**src/rtl/and_gate_sweeper.sv**
```systemverilog
// Self-test sequencer for a 2-input AND gate: steps {a,b} through 00..11,
// samples the gate output at the end of each hold window and reports mismatches.
module and_gate_sweeper #(
  parameter int HOLD_CYCLES = 20
) (
  input  logic       clk,
  input  logic       rst_n,
  input  logic       start,
  input  logic       abort,
  output logic       gate_a,
  output logic       gate_b,
  input  logic       gate_c,
  output logic       busy,
  output logic       done,
  output logic       pass,
  output logic [3:0] fail_mask,
  output logic [2:0] err_count,
  output logic [1:0] dbg_state_o
);

  typedef enum logic [1:0] {
    S_IDLE  = 2'd0,
    S_DRIVE = 2'd1,
    S_DONE  = 2'd2
  } state_t;

  localparam logic [15:0] HOLD_LAST = 16'(HOLD_CYCLES - 1);

  state_t      state_q, state_d;
  logic [1:0]  vec_q, vec_d;
  logic [15:0] hold_q, hold_d;
  logic [3:0]  mask_q, mask_d;
  logic [2:0]  err_q, err_d;
  logic        pass_q, pass_d;
  logic        gate_a_q, gate_a_d;
  logic        gate_b_q, gate_b_d;
  logic        busy_q, busy_d;
  logic        done_q, done_d;

  function automatic logic [2:0] popcount4(input logic [3:0] m);
    return 3'(m[0]) + 3'(m[1]) + 3'(m[2]) + 3'(m[3]);
  endfunction

  always_ff @(posedge clk or negedge rst_n) begin
    if (!rst_n) begin
      state_q  <= S_IDLE;
      vec_q    <= '0;
      hold_q   <= '0;
      mask_q   <= '0;
      err_q    <= '0;
      pass_q   <= 1'b0;
      gate_a_q <= 1'b0;
      gate_b_q <= 1'b0;
      busy_q   <= 1'b0;
      done_q   <= 1'b0;
    end else begin
      state_q  <= state_d;
      vec_q    <= vec_d;
      hold_q   <= hold_d;
      mask_q   <= mask_d;
      err_q    <= err_d;
      pass_q   <= pass_d;
      gate_a_q <= gate_a_d;
      gate_b_q <= gate_b_d;
      busy_q   <= busy_d;
      done_q   <= done_d;
    end
  end

  // Outputs are registered from the next state so they change on the same
  // edge as the state they describe (busy with DRIVE, done/pass with DONE).
  always_comb begin
    state_d = state_q;
    vec_d   = vec_q;
    hold_d  = hold_q;
    mask_d  = mask_q;
    pass_d  = pass_q;
    case (state_q)
      S_IDLE: begin
        if (start) begin
          state_d = S_DRIVE;
          vec_d   = 2'd0;
          hold_d  = '0;
          mask_d  = '0;
          pass_d  = 1'b0;
        end
      end
      S_DRIVE: begin
        if (hold_q == HOLD_LAST) begin
          if (gate_c != (vec_q[1] & vec_q[0])) mask_d[vec_q] = 1'b1;
          if (vec_q == 2'd3) begin
            state_d = S_DONE;
            pass_d  = (mask_d == 4'd0);
          end else begin
            vec_d  = vec_q + 2'd1;
            hold_d = '0;
          end
        end else begin
          hold_d = hold_q + 16'd1;
        end
      end
      S_DONE:  state_d = S_IDLE;
      default: state_d = S_IDLE;
    endcase
    // Abort wins over everything, including a sample landing on the same edge.
    if (abort) begin
      state_d = S_IDLE;
      vec_d   = vec_q;
      hold_d  = hold_q;
      mask_d  = mask_q;
      pass_d  = 1'b0;
    end
    gate_a_d = (state_d == S_DRIVE) & vec_d[1];
    gate_b_d = (state_d == S_DRIVE) & vec_d[0];
    busy_d   = (state_d == S_DRIVE);
    done_d   = (state_d == S_DONE);
    err_d    = popcount4(mask_d);
  end

  assign gate_a      = gate_a_q;
  assign gate_b      = gate_b_q;
  assign busy        = busy_q;
  assign done        = done_q;
  assign pass        = pass_q;
  assign fail_mask   = mask_q;
  assign err_count   = err_q;
  assign dbg_state_o = state_q;

endmodule

```
**config.mk**
```make
export PLATFORM = sky130hd
export DESIGN_NAME = and_gate_sweeper
export DESIGN_NICKNAME = d
export VERILOG_FILES = /design/src/rtl/and_gate_sweeper.sv
export SDC_FILE = /design/constraint.sdc
export NUM_CORES = 1
export LEC_CHECK = 0
export ABC_AREA = 0
export BUFFER_PORTS_ARGS = -buffer_cell sky130_fd_sc_hd__buf_4
export CELL_PAD_IN_SITES_DETAIL_PLACEMENT = 1
export CELL_PAD_IN_SITES_GLOBAL_PLACEMENT = 1
export CORE_MARGIN = 5
export CORE_UTILIZATION = 50
export CTS_BUF_LIST = sky130_fd_sc_hd__clkbuf_2
export DETAILED_ROUTE_END_ITERATION = 8
export PLACE_DENSITY_LB_ADDON = 0.2
export REMOVE_ABC_BUFFERS = 1
export SYNTH_ARGS = -nofsm -noshare
export SYNTH_HDL_FRONTEND = slang
export SYNTH_SLANG_ARGS = --single-unit
```
**constraint.sdc**
```tcl
create_clock -name clk -period 5 [get_ports clk]
set_input_delay 0.5 -clock clk [delete_from_list [all_inputs] [get_ports clk]]
set_output_delay 0.5 -clock clk [all_outputs]
set_load 0.02 [all_outputs]
```
### Yosys cells after proc, flatten, opt, wreduce, memory -nomap -nowiden

Index checks and enable logic that the tools add are counted.

* bitwise operators: 5
* equality and inequality tests: 11
* magnitude comparators: 2
* $add $sub $neg: 5
* multiplexer cells: 28
* reduce and logical (&&, ||, !) cells: 7

Operators with widths (number)
* $mux 16: 3
* $pmux 16 s2: 1
* $mux 4: 6
* $add 16x1->16 const B: 1
* $eq 16x5->1 const B: 1
* $mux 2: 8
* $ne 3x3->1 const B: 4
* $pmux 2 s2: 2
* $pmux 4 s2: 1
* $reduce_and 4->1: 2
* $mux 1: 5
* $eq 2x1->1 const B: 2
* $eq 2x2->1 const B: 2
* $logic_not 4->1: 1
* $or 4x4->4: 1
* $add 2x1->3: 1
* $add 3x1->3: 1
* $and 1x1->1: 3
* $lt 2x3->1 const B: 1
* $reduce_bool 3->1: 1
* $add 1x1->2: 1
* $add 2x1->2 const B: 1
* $demux 1 s2: 1
* $ge 2x1->1 const B: 1
* other kinds (7): 7

* input bits: 5
* register bits: 32
* logic and storage cells: 68

### Logic depth before layout (Yosys ltp)

Gate-level depths: netlist of the first run.

* word-level depth: 14
* mapped depth: 9
* mapped depth without buffers: 9

### Worst setup path after synthesis of the first run

OpenSTA, ideal clock, no wires.

* path kind: register to register
* from: register hold_q[0]
* to: register err_q[1] (netlist: err_count[1])
* slack: 2.227 ns
* clock period less this slack: 2.773 ns
* stages on the path, launching flop included: 10
* data required time: 4.874 ns
* arrival time: 2.647 ns
* path through: dfrtp_1 ha_1 nor4b_1 and4_1 buf_2 nand3_1 o41ai_1 fa_1 ha_1 ha_1

* longest elaborated chain between the ends: 7

RTL lines
* start, declared: RTL line 31 `logic [15:0] hold_q, hold_d;`
* start signal, assigned: RTL line 59 `hold_q <= hold_d;`
* $eq 16x5->1: RTL line 89 `if (hold_q == HOLD_LAST) begin`
* $mux 4: RTL line 89
* $pmux 4 s2: RTL line 78 `case (state_q)`
* $mux 4: RTL line 106 `if (abort) begin`
* net mask_d[0]: RTL line 32 `logic [3:0] mask_q, mask_d;`
* $add 1x1->2: RTL line 41 `return 3'(m[0]) + 3'(m[1]) + 3'(m[2]) + 3'(m[3]);`
* $add 2x1->3: RTL line 41
* $add 3x1->3: RTL line 41
* net err_d[1]: RTL line 33 `logic [2:0] err_q, err_d;`
* end signal, assigned: RTL line 61 `err_q <= err_d;`
* end, declared: RTL line 33

The timed path passes the listed nets, and every way through them passes these cells.
A chain may end at the register's enable or synchronous reset.

### Worst setup path after layout of the first run

* from: register hold_q[1]
* to: register err_q[1] (netlist: err_count[1])

Same word-level chain as after synthesis.

==> results of run 1 <==
==> through the flow <==
stage / utilization [%] / cell area, um2 / hold slack, ns / std cells / total power, W
detailed placement: 57.78 / 1793 / 0.4549 / 229 / 0.0003297
floorplan: - / 1603 / 0.2044 / 167 / 0.0003059
global route: 59.03 / 1832 / 0.04083 / 237 / 0.0004719
CTS: 59.03 / 1832 / 0.02146 / 237 / 0.0004536
global placement: 57.78 / 1793 / 0.4525 / 229 / 0.0003251
finish: 59.03 / 1832 / 0.02120 / 237 / 0.0004509
==> cell families (layout without fill, tap and decap cells) <==
family          after synthesis  count (layout)  synth area share, %
compound gates               36              36                13.75
xor+xnor                      6               6                3.191
fa+ha+maj                     4               4                3.496
buf+inv                      15              33                4.255
flops                        32              32                48.63
mux                           2               2                1.216
simple gates                 80              80                25.46
==> per-layer routing <==
layer  routed length, um  track usage (%)  vias to the layer above
met4                 140            10.38                        0
met2                2067            35.58                       48
li1                    -                -                      663
met1                1869            27.06                      708
met3                 259            4.160                       13
met5                   0                0                        -
==> worst max-delay path by stage <==
stage              start      endpoint  slack, ns  cells after the start
2_1_floorplan  hold_q[0]  err_count[1]       2.22                      8
3_3_place_gp   hold_q[0]  err_count[1]       2.02                      8
3_5_place_dp   hold_q[1]  err_count[1]       1.82                      8
4_1_cts        hold_q[0]  err_count[1]       1.79                      8
5_1_grt        hold_q[0]  err_count[1]       1.46                      8
6_report       hold_q[1]  err_count[1]       1.79                      8
==> power breakdown <==
part,total (W),switching (W),leakage [nW],internal (W)
logic,0.0000459,0.0000292,0.397,0.0000167
clock network,0.000126,0.0000883,0.0306,0.0000374
registers,0.000279,0.0000136,0.442,0.000266
total,0.000451,0.000131,0.870,0.000320
==> layout make-up <==
class / count / area (um2)
Fill cell: 385 / 1271
Sequential cell: 32 / 800.8
Multi-Input combinational cell: 128 / 775.7
Timing Repair Buffer: 18 / 135.1
Tap cell: 44 / 55.05
Clock buffer: 7 / 35.03
Inverter: 7 / 26.28
Clock inverter: 1 / 3.754
==> Yosys cell counts, types with 2 or more instances <==
master	instances	area (um2)
sky130_fd_sc_hd__nand4_1	7	43.79
sky130_fd_sc_hd__or3_1	6	37.54
sky130_fd_sc_hd__buf_2	5	25.02
sky130_fd_sc_hd__nor2b_1	2	12.51
sky130_fd_sc_hd__clkbuf_1	2	7.510
sky130_fd_sc_hd__a21o_1	2	15.01
sky130_fd_sc_hd__a22o_1	2	17.52
sky130_fd_sc_hd__mux2i_1	2	20.02
sky130_fd_sc_hd__nor4b_1	4	35.03
sky130_fd_sc_hd__and4_1	3	26.28
sky130_fd_sc_hd__nand2_1	17	63.81
sky130_fd_sc_hd__nand3_1	9	45.04
sky130_fd_sc_hd__inv_1	7	26.28
sky130_fd_sc_hd__a21oi_1	6	30.03
sky130_fd_sc_hd__nand2b_1	2	12.51
sky130_fd_sc_hd__xor2_1	6	52.55
sky130_fd_sc_hd__o21ai_1	2	10.01
sky130_fd_sc_hd__nor3_1	6	30.03
sky130_fd_sc_hd__o21ai_0	18	90.09
sky130_fd_sc_hd__dfrtp_1	32	800.8
sky130_fd_sc_hd__and3_1	3	18.77
sky130_fd_sc_hd__ha_1	3	37.54
sky130_fd_sc_hd__nor4_1	3	18.77
sky130_fd_sc_hd__nor2_1	16	60.06
==> flip-flops by register name, indices dropped and copies added (netlist names) <==
register	flops
busy	1
dbg_state_o	2
done	1
err_count	3
fail_mask	4
gate_a	1
gate_b	1
hold_q	16
pass	1
vec_q	2
==> results_tabular.tex, run 1 <==
\begin{tabular}{lr}
\hline
Metric & Value \\
\hline
\multicolumn{2}{l}{\textbf{Yosys}} \\
\quad Number of distinct library cells after synthesis & 34 \\
\quad Proportion of synthesized chip area in sequential cells & between 40\% and 50\% \\
\quad Most common flop cell mapped by yosys & sky130\_fd\_sc\_hd\_\_dfrtp\_1 \\
\quad Number of synthesized register bits & 32 \\
\quad Share of async-settable or async-resettable flops after synthesis & 100.0\% \\
\quad Yosys warns & 0 \\
\quad Post-synth EDFFs & 0 \\
\quad Post-Synthesis Cells & roughly 180 \\
\quad Avg Inst Size Synth & 9.409 um2 \\
\quad Post-synth design cell area & around 1600 um2 \\
\multicolumn{2}{l}{\textbf{Setup path}} \\
\quad Cell with the largest stage delay on the worst path & sky130\_fd\_sc\_hd\_\_fa\_1 \\
\quad Critical path class & reg2reg \\
\quad Cell Chain, Critical Path & ha\_1 > nor4b\_1 > and4\_1 > nand3\_1 > o41ai\_1 > fa\_1 > ha\_1 > ha\_1 \\
\quad Critical path arrival & around 3.5 ns \\
\quad Kind of capture point of the worst setup path & flop \\
\quad Critical R2R Capture & err\_count[1] \\
\quad Critical path's most frequent cell & sky130\_fd\_sc\_hd\_\_ha\_1 \\
\quad Worst R2R Path Depth & 8 \\
\quad Required arrival time at the worst endpoint & approximately 5.3 ns \\
\quad Crit path launch type & flop \\
\quad Reg-to-reg slack, setup & 1.79 ns \\
\quad Family with the most delay on the worst path & adder cells \\
\quad Max stage delay on crit path & a little over 0.5 ns \\
\quad Worst flop-to-flop path startpoint & hold\_q[1] \\
\quad CP bufs+invs & 0 \\
\quad Biggest fanout along the worst timing path & 8 \\
\multicolumn{2}{l}{\textbf{Clock network}} \\
\quad Post-CTS Resized & 0 \\
\quad Setup Buffers After CTS & 0 \\
\quad Clock Root Buffer & sky130\_fd\_sc\_hd\_\_clkbuf\_2 \\
\quad Later-pin clock latency in the skew report & $\sim$0.38 ns \\
\quad CTS tree & done \\
\quad Clk slew on worst S/H paths & between 0.15 and 0.2 ns \\
\quad Number of buffers on the longest clock path & 2 \\
\quad Number of buffers added by the clock tree synthesis step & 5 \\
\quad \# hold bufs at CTS & 0 \\
\quad Sink Count & 32 \\
\quad \# H-tree levels & 2 \\
\multicolumn{2}{l}{\textbf{Layout}} \\
\quad Most common library cell in the layout ignoring fill and taps & sky130\_fd\_sc\_hd\_\_dfrtp\_1 \\
\quad Net count reported at finish & 201 \\
\quad Layout cells sized above 1 & between 10 and 15\% \\
\quad Number of diodes added for antenna fixing & 0 \\
\quad Most used cells in the layout excluding fill and tap cells & 32 x sky130\_fd\_sc\_hd\_\_dfrtp\_1, 18 x sky130\_fd\_sc\_hd\_\_o21ai\_0, 18 x sky130\_fd\_sc\_hd\_\_buf\_4, 17 x sky130\_fd\_sc\_hd\_\_nand2\_1, 16 x sky130\_fd\_sc\_hd\_\_nor2\_1 \\
\quad Area overhead of the layout relative to synthesis & 11.25\% \\
\multicolumn{2}{l}{\textbf{Timing}} \\
\quad Normalized max-slew margin & a little over two fifths \\
\quad Pin slew with the least headroom to its limit & between 0.8 and 0.9 ns \\
\quad Min cycle time layout & between 3 and 4 ns \\
\quad Unrepaired setup endpoints after global routing & false \\
\quad Max Clk Rate & $\sim$310 MHz \\
\quad Setup TNS & 0 ns \\
\quad Setup WS post-layout & $\sim$1.8 ns \\
\quad Max-slew violations & 0 \\
\quad Clock skew after layout & approximately 0.020 ns \\
\quad Count of final hold-check violations & 0 \\
\quad Final worst path period share & approximately 64\% \\
\quad Final setup fails & 0 \\
\multicolumn{2}{l}{\textbf{Route}} \\
\quad Detail Route Antenna Nets & 0 \\
\quad Count of vias placed by the detailed router & between 1000 and 1500 \\
\quad WL per Instance & around 18 um \\
\quad Final wirelength & around 4300 um \\
\quad Initial DRC count & between 90 and 100 \\
\quad Total iterations of the first detailed-routing run & 4 \\
\quad Post-DR vias/cell & around 6 \\
\quad DRC violation count after routing & 0 \\
\multicolumn{2}{l}{\textbf{Pwr}} \\
\quad Cell area power density & about 250 nW/um2 \\
\quad Standby leakage power & just under 0.9 nW \\
\quad Maximum ir drop on the vdd rail & approximately 0.13 mV \\
\multicolumn{2}{l}{\textbf{Die}} \\
\quad Core area & 3103 um2 \\
\quad Boundary pin count & 19 \\
\quad Die width & 67.39 um \\
\quad Number of standard-cell rows in the floorplan & 20 \\
\quad Effective utilization at floorplan & 53.06\% \\
\quad Height of the die & 67.39 um \\
\quad Total die area & about 4500 um2 \\
\multicolumn{2}{l}{\textbf{GRT}} \\
\quad Total global-route track usage & 21.57\% \\
\quad Number of global-route vias before repair & approximately 1500 \\
\quad Global route total overflow & 0 \\
\quad Pin count of the biggest net entering global routing & 33 \\
\quad First-pass GRT wire length & 7155 um \\
\quad Number of antenna violations at the first check in global routing & 0 \\
\multicolumn{2}{l}{\textbf{Place}} \\
\quad Weighted congestion reported at the end of routability-driven placement & 0.8673 \\
\quad Placed wire-length estimate & 3264 um \\
\quad PortBufs & 18 \\
\quad Worst Setup Slack post-DPL & about 1.8 ns \\
\multicolumn{2}{l}{\textbf{Hold path}} \\
\quad Type of the worst min-delay path & in2async \\
\multicolumn{2}{l}{\textbf{Outcome}} \\
\quad Outcome & finished, final reports clean \\
\multicolumn{2}{l}{\textbf{Run}} \\
\quad Max-capacitance violation count & 0 \\
\hline
\end{tabular}
Note: power is estimated with default switching activity, not from simulation.
==> run 2, diff against run 1 <==
CORE_UTILIZATION = 42   (was 50)
clock period = 2.63 ns   (was 5 ns; I/O delays follow)
==> run 2 against run 1 <==
Total power up 98%. Core utilization up 0.53 points. Cell area up 21%. Count of clock-buffer cells in the layout down 2. Die area up 16%. Sequential share of layout area down 7.5 points. Worst setup slack worse by 1.8 ns. Critical path depth unchanged. Final cell count up 16%. Largest power group unchanged. Hold slack better by 0.097 ns. Routed wire length up 23%. Non-clock buffer count up 35.
==> results_tabular.tex, run 2 (same netlist as run 1, synthesis figures left out) <==
\begin{tabular}{lr}
\hline
Metric & Value \\
\hline
\multicolumn{2}{l}{\textbf{Die}} \\
\quad Core area & 3716 um2 (+20\%) \\
\quad Effective utilization at floorplan & 44.31\% (-8.8 points) \\
\quad Total die area & 5273 um2 (+16\%) \\
\quad Number of standard-cell rows in the floorplan & 22 (+10\%) \\
\quad Die width & 72.62 um (+7.8\%) \\
\quad Boundary pin count & 19 (unchanged) \\
\quad Height of the die & 72.62 um (+7.8\%) \\
\multicolumn{2}{l}{\textbf{Route}} \\
\quad WL per Instance & 19.46 um (+6.4\%) \\
\quad DRC violation count after routing & 0 (unchanged) \\
\quad Post-DR vias/cell & 5.858 (-3.0\%) \\
\quad Detail Route Antenna Nets & 0 (unchanged) \\
\quad Initial DRC count & 108 (+19\%) \\
\quad Count of vias placed by the detailed router & 1611 (+13\%) \\
\quad Final wirelength & 5352 um (+23\%) \\
\quad Total iterations of the first detailed-routing run & 4 (unchanged) \\
\multicolumn{2}{l}{\textbf{Timing}} \\
\quad Max Clk Rate & 382.3 MHz (+23\%) \\
\quad Setup WS post-layout & 0.01415 ns (-1.772 ns) \\
\quad Max-slew violations & 0 (unchanged) \\
\quad Count of final hold-check violations & 0 (unchanged) \\
\quad Final worst path period share & 99.46\% (+35 points) \\
\quad Final setup fails & 0 (unchanged) \\
\quad Min cycle time layout & 2.616 ns (-0.5985 ns) \\
\quad Pin slew with the least headroom to its limit & 0.4949 ns (-0.3423 ns) \\
\quad Hold slack & 0.1178 ns (+0.09659 ns) \\
\quad Clock skew after layout & 0.02209 ns (+0.002496 ns) \\
\quad Normalized max-slew margin & 66.89\% (+23 points) \\
\multicolumn{2}{l}{\textbf{Layout}} \\
\quad Reg with most FFs & hold\_q \\
\quad Area overhead of the layout relative to synthesis & 34.42\% \\
\quad Share of the core filled with cells & 59.56\% (+0.53 points) \\
\quad Layout cells sized above 1 & 31.72\% (+18 points) \\
\quad Net count reported at finish & 236 (+17\%) \\
\quad Summed area of non-filler cells in the final layout & 2213 um2 (+21\%) \\
\quad Most used cells in the layout excluding fill and tap cells & 50 x sky130\_fd\_sc\_hd\_\_buf\_4, 31 x sky130\_fd\_sc\_hd\_\_dfrtp\_1, 18 x sky130\_fd\_sc\_hd\_\_o21ai\_0, 17 x sky130\_fd\_sc\_hd\_\_nand2\_1, 16 x sky130\_fd\_sc\_hd\_\_nor2\_1 \\
\quad Number of diodes added for antenna fixing & 0 (unchanged) \\
\quad Largest register FFs & 16 (unchanged) \\
\quad Most common library cell in the layout ignoring fill and taps & sky130\_fd\_sc\_hd\_\_buf\_4 \\
\multicolumn{2}{l}{\textbf{Setup path}} \\
\quad Critical path's most frequent cell & sky130\_fd\_sc\_hd\_\_ha\_2 \\
\quad Critical path class & reg2reg \\
\quad Cell with the largest stage delay on the worst path & sky130\_fd\_sc\_hd\_\_fa\_1 \\
\quad Cell Chain, Critical Path & ha\_2 > nor4b\_2 > and4\_4 > nand3\_4 > o21ai\_0 > fa\_1 > ha\_2 > ha\_4 \\
\quad CP bufs+invs & 0 (unchanged) \\
\quad Biggest fanout along the worst timing path & 3 (-5) \\
\quad Kind of capture point of the worst setup path & flop \\
\quad Family with the most delay on the worst path & adder cells \\
\quad Max stage delay on crit path & 0.50 ns (about the same) \\
\quad Critical path arrival & 2.92 ns (-0.56 ns) \\
\quad Required arrival time at the worst endpoint & 2.93 ns (-2.33 ns) \\
\quad Crit path launch type & flop \\
\multicolumn{2}{l}{\textbf{Clock network}} \\
\quad Number of buffers added by the clock tree synthesis step & 5 (unchanged) \\
\quad Clk slew on worst S/H paths & 0.17 ns (about the same) \\
\quad Sink Count & 32 (unchanged) \\
\quad \# H-tree levels & 2 (unchanged) \\
\quad Clock Root Buffer & sky130\_fd\_sc\_hd\_\_clkbuf\_2 \\
\quad Number of buffers on the longest clock path & 2 (unchanged) \\
\quad CTS tree & done \\
\quad Later-pin clock latency in the skew report & 0.36 ns (-0.02 ns) \\
\multicolumn{2}{l}{\textbf{Pwr}} \\
\quad Standby leakage power & 1.061 nW (+22\%) \\
\quad Overall power after layout & 0.0008932 W (+98\%) \\
\quad Cell area power density & 403.6 nW/um2 (+64\%) \\
\quad Maximum ir drop on the vdd rail & 0.2863 mV (+120\%) \\
\multicolumn{2}{l}{\textbf{Run}} \\
\quad Max-capacitance violation count & 0 (unchanged) \\
\multicolumn{2}{l}{\textbf{Hold path}} \\
\quad Type of the worst min-delay path & in2reg \\
\multicolumn{2}{l}{\textbf{GRT}} \\
\quad Number of antenna violations at the first check in global routing & 0 (unchanged) \\
\quad Pin count of the biggest net entering global routing & 33 (unchanged) \\
\quad Number of global-route vias before repair & 1739 (+18\%) \\
\quad Total global-route track usage & 21.11\% (-0.46 points) \\
\quad First-pass GRT wire length & 8604 um (+20\%) \\
\quad Global route total overflow & 0 (unchanged) \\
\multicolumn{2}{l}{\textbf{Place}} \\
\quad PortBufs & 18 (unchanged) \\
\quad Worst Setup Slack post-DPL & -0.09768 ns (-1.921 ns) \\
\quad Total placed instance area & 1993 um2 (+11\%) \\
\quad Placed wire-length estimate & 3522 um (+7.9\%) \\
\quad Weighted congestion reported at the end of routability-driven placement & 0.8702 (+0.33\%) \\
\multicolumn{2}{l}{\textbf{Outcome}} \\
\quad Outcome & finished, final reports clean \\
\hline
\end{tabular}
[run 2: worst reg2reg max path: cells and delay by family (launching register included)]
kind	cells	cell delay, ns
AO/OA/AOI/OAI	1	0.36
adder cells (fa/ha/maj)	4	1.16
AND/OR/NAND/NOR	3	0.63
flip-flops	1	0.39
[run 2: path summary, 6_finish.rpt]
kind / start / endpoint / slack, ns / cells after the start
setup / recovery: hold_q[1] / err_count[1] / 0.01 / 8
hold / removal: abort / done / 0.12 / 2
setup reg to reg: hold_q[1] / err_count[1] / 0.01 / 8
hold reg to reg: pass / pass / 0.58 / 2
max in group asynchronous: rst_n / err_count[1] / 1.97 / 2
min in group asynchronous: rst_n / vec_q[0] / 0.35 / 2
[run 2: layout make-up]
type	count	area, um2
clock buffer	5	25.02
fill	428	1503
clock inverter	2	7.507
timing repair buffer	53	407.9
multi-input combinational	128	884.6
sequential	32	802.0
tap	48	60.06
inverter	7	26.28
[run 2: through the flow]
stage	std cells	setup TNS, ns
CTS	272	0
global route	275	-0.07159
detailed placement	259	-0.09768
global placement	259	-0.03476
floorplan	167	-0.2084
finish	275	0
[run 2: power by group]
part,total (W),internal [W],switching [W]
registers,0.000519,0.000505,0.0000140
clock network,0.000224,0.0000549,0.000169
logic,0.000150,0.0000677,0.0000822
[run 2: layer usage]
metal / part of all wire [%] / vias up / track usage, % / routed length, um
met4: 1.6 / 0 / 5.943 / 87
met3: 5.2 / 11 / 4.959 / 279
met2: 51 / 46 / 35.47 / 2740
met5: 0 / - / 0 / 0
met1: 42 / 825 / 27.11 / 2245
li1: - / 729 / - / -
[run 2: repair_timing]
| action | in CTS | in global routing |
|---|---|---|
| gates cloned | 0 | 0 |
| endpoints found under the setup margin | 2 | 3 |
| setup buffers | 5 | 3 |
| pin swaps | 7 | 4 |
| hold buffers | 1 | 0 |
| endpoints found under the hold margin | 32 | 0 |
| resized for setup | 14 | 6 |
==> run 3, diff against run 2 <==
BUFFER_PORTS_ARGS = -buffer_cell sky130_fd_sc_hd__buf_2   (was -buffer_cell sky130_fd_sc_hd__buf_4)
CORE_MARGIN = unset   (was 5)
==> run 3 against run 2 <==
The run now ends with setup timing left. Cell area fell by 0.23%. Total power rose by 3.0%. Maximum frequency fell by 0.65%. Sequential power barely moved. Critical path type unchanged. Core utilization fell by 0.13 points. Largest cell class unchanged. Clock power rose by 9.4%. Sequential share of layout area barely moved. Highest routed layer unchanged.
==> results_tabular.tex, run 3 (same netlist as run 1, synthesis figures left out) <==
\begin{tabular}{lr}
\hline
Metric & Value \\
\hline
\multicolumn{2}{l}{\textbf{Pwr}} \\
\quad Maximum ir drop on the vdd rail & 0.2454 mV (-14\%) \\
\quad Overall power after layout & 0.0009203 W (+3.0\%) \\
\quad Cell area power density & 416.7 nW/um2 (+3.3\%) \\
\quad Standby leakage power & 1.086 nW (+2.4\%) \\
\multicolumn{2}{l}{\textbf{Setup path}} \\
\quad CP bufs+invs & 2 (+2) \\
\quad Kind of capture point of the worst setup path & flop \\
\quad Family with the most delay on the worst path & adder cells \\
\quad Max stage delay on crit path & 0.44 ns (-0.06 ns) \\
\quad Critical path's most frequent cell & sky130\_fd\_sc\_hd\_\_buf\_4 \\
\quad Critical path class & reg2reg \\
\quad Crit path launch type & flop \\
\quad Required arrival time at the worst endpoint & 2.98 ns (+0.05 ns) \\
\quad Critical path arrival & 2.98 ns (+0.06 ns) \\
\quad Cell Chain, Critical Path & buf\_4 > nor4b\_2 > and4\_1 > nand3\_2 > o41ai\_2 > buf\_4 > fa\_1 > ha\_2 > ha\_4 \\
\quad Cell with the largest stage delay on the worst path & sky130\_fd\_sc\_hd\_\_dfrtp\_1 \\
\quad Biggest fanout along the worst timing path & 5 (+2) \\
\multicolumn{2}{l}{\textbf{Route}} \\
\quad Max layer used & met4 \\
\quad Detail Route Antenna Nets & 0 (unchanged) \\
\quad Wire length the detailed router placed on met1 & 2373 um (+5.7\%) \\
\quad Post-DR vias/cell & 5.824 (-0.58\%) \\
\quad DRC violation count after routing & 0 (unchanged) \\
\quad WL per Instance & 20.41 um (+4.9\%) \\
\quad Met3 WL post-DR & 263 um (-5.7\%) \\
\quad Total iterations of the first detailed-routing run & 4 (unchanged) \\
\quad Count of vias placed by the detailed router & 1625 (+0.87\%) \\
\quad Final wirelength & 5695 um (+6.4\%) \\
\quad Routed wl met2 & 2836 um (+3.5\%) \\
\quad Initial DRC count & 89 (-18\%) \\
\multicolumn{2}{l}{\textbf{GRT}} \\
\quad First-pass GRT wire length & 8694 um (+1.0\%) \\
\quad Global route total overflow & 0 (unchanged) \\
\quad Total global-route track usage & 28.55\% (+7.4 points) \\
\quad Pin count of the biggest net entering global routing & 33 (unchanged) \\
\quad Number of antenna violations at the first check in global routing & 0 (unchanged) \\
\quad Number of global-route vias before repair & 1720 (-1.1\%) \\
\multicolumn{2}{l}{\textbf{Timing}} \\
\quad Pin slew with the least headroom to its limit & 0.7130 ns (+0.2181 ns) \\
\quad Setup WS post-layout & -0.002991 ns (-0.01714 ns) \\
\quad Clock skew after layout & 0.01418 ns (-0.007914 ns) \\
\quad Max Clk Rate & 379.8 MHz (-0.65\%) \\
\quad Normalized max-slew margin & 52.47\% (-14 points) \\
\quad Final worst path period share & 100.1\% (+0.65 points) \\
\quad Max-slew violations & 0 (unchanged) \\
\quad Min cycle time layout & 2.633 ns (+0.01714 ns) \\
\quad Setup TNS & -0.002991 ns (-0.002991 ns) \\
\quad Unrepaired setup endpoints after global routing & true \\
\quad Count of final hold-check violations & 0 (unchanged) \\
\quad Final setup fails & 1 (+1) \\
\multicolumn{2}{l}{\textbf{Die}} \\
\quad Total die area & 4175 um2 (-21\%) \\
\quad Height of the die & 64.62 um (-11\%) \\
\quad Effective utilization at floorplan & 44.31\% (unchanged) \\
\quad Number of standard-cell rows in the floorplan & 22 (unchanged) \\
\quad Boundary pin count & 19 (unchanged) \\
\quad Die width & 64.62 um (-11\%) \\
\quad Core area & 3716 um2 (unchanged) \\
\multicolumn{2}{l}{\textbf{Layout}} \\
\quad Net count reported at finish & 239 (+1.3\%) \\
\quad Area overhead of the layout relative to synthesis & 34.12\% \\
\quad Layout cells sized above 1 & 32.47\% (+0.75 points) \\
\quad Largest register FFs & 16 (unchanged) \\
\quad Most used cells in the layout excluding fill and tap cells & 34 x sky130\_fd\_sc\_hd\_\_buf\_4, 32 x sky130\_fd\_sc\_hd\_\_dfrtp\_1, 18 x sky130\_fd\_sc\_hd\_\_buf\_2, 17 x sky130\_fd\_sc\_hd\_\_nand2\_1, 17 x sky130\_fd\_sc\_hd\_\_o21ai\_0 \\
\quad Most common library cell in the layout ignoring fill and taps & sky130\_fd\_sc\_hd\_\_buf\_4 \\
\quad Share of the core filled with cells & 59.43\% (-0.13 points) \\
\quad Reg with most FFs & hold\_q \\
\quad Number of diodes added for antenna fixing & 0 (unchanged) \\
\multicolumn{2}{l}{\textbf{Outcome}} \\
\quad Violated checks & setup timing \\
\quad Outcome & complete, but fails checks \\
\multicolumn{2}{l}{\textbf{Clock network}} \\
\quad Clock Root Buffer & sky130\_fd\_sc\_hd\_\_clkbuf\_2 \\
\quad Later-pin clock latency in the skew report & 0.40 ns (+0.04 ns) \\
\quad Sink Count & 32 (unchanged) \\
\quad Number of buffers added by the clock tree synthesis step & 5 (unchanged) \\
\quad \# H-tree levels & 2 (unchanged) \\
\quad CTS tree & done \\
\quad Clk slew on worst S/H paths & 0.18 ns (about the same) \\
\quad Number of buffers on the longest clock path & 2 (unchanged) \\
\multicolumn{2}{l}{\textbf{Place}} \\
\quad Weighted congestion reported at the end of routability-driven placement & 0.8910 (+2.4\%) \\
\quad PortBufs & 18 (unchanged) \\
\quad Placed wire-length estimate & 3609 um (+2.5\%) \\
\multicolumn{2}{l}{\textbf{Run}} \\
\quad Max-capacitance violation count & 0 (unchanged) \\
\multicolumn{2}{l}{\textbf{Hold path}} \\
\quad Type of the worst min-delay path & in2reg \\
\hline
\end{tabular}
-- run 3: final timing paths --
| kind | startpoint | cells past startpoint | slack (ns) | to |
|---|---|---|---|---|
| max reg2reg | hold_q[5] | 9 | -0.003 | err_count[1] |
| min | abort | 2 | 0.15 | dbg_state_o[1] |
| max in group asynchronous | rst_n | 2 | 1.74 | err_count[2] |
| min in group asynchronous | rst_n | 2 | 0.42 | vec_q[0] |
| max | hold_q[5] | 9 | -0.003 | err_count[1] |
| min reg2reg | pass | 2 | 0.56 | pass |
-- run 3: area by class of cell --
type	count	area (um2)
clock buffer	5	25.02
clock inverter	3	13.76
fill	456	1508
inverter	7	26.28
multi-input combinational	128	893.4
sequential	32	800.8
tap	48	60.06
timing repair buffer	56	389.1
-- run 3: what timing repair did --
| action | 4_1_cts | 5_1_grt |
|---|---|---|
| endpoints found under the hold margin | 32 | 0 |
| resized for setup | 15 | 6 |
| setup endpoints to repair | 3 | 3 |
| hold buffers | 1 | 0 |
| pin swaps | 6 | 2 |
| setup buffers | 6 | 4 |
-- run 3: metal layers --
layer | vias to the layer above | GRT usage, %
met2 | 51 | 48.03
met1 | 816 | 35.70
met3 | 21 | 5.986
met4 | 0 | 11.11
met5 | - | 0
li1 | 737 | -
-- run 3: power by group --
part           internal (W)  leakage (nW)  total, W  switching, W
logic             0.0000665         0.614  0.000153     0.0000869
registers          0.000505         0.442  0.000522     0.0000169
clock network     0.0000594        0.0302  0.000245      0.000185
total              0.000631          1.09  0.000920      0.000289
-- run 3: metrics by stage --
step                setup WS, ns  std cells  hold WS (ns)  instance area, um2
finish                 -0.002991        279        0.1547                2208
global route             -0.1470        279        0.1717                2208
CTS                      0.02892        275        0.1040                2136
detailed placement       -0.1749        260        0.3685                1956
global placement        -0.05961        260        0.3559                1956
floorplan                -0.1524        167      -0.03259                1603
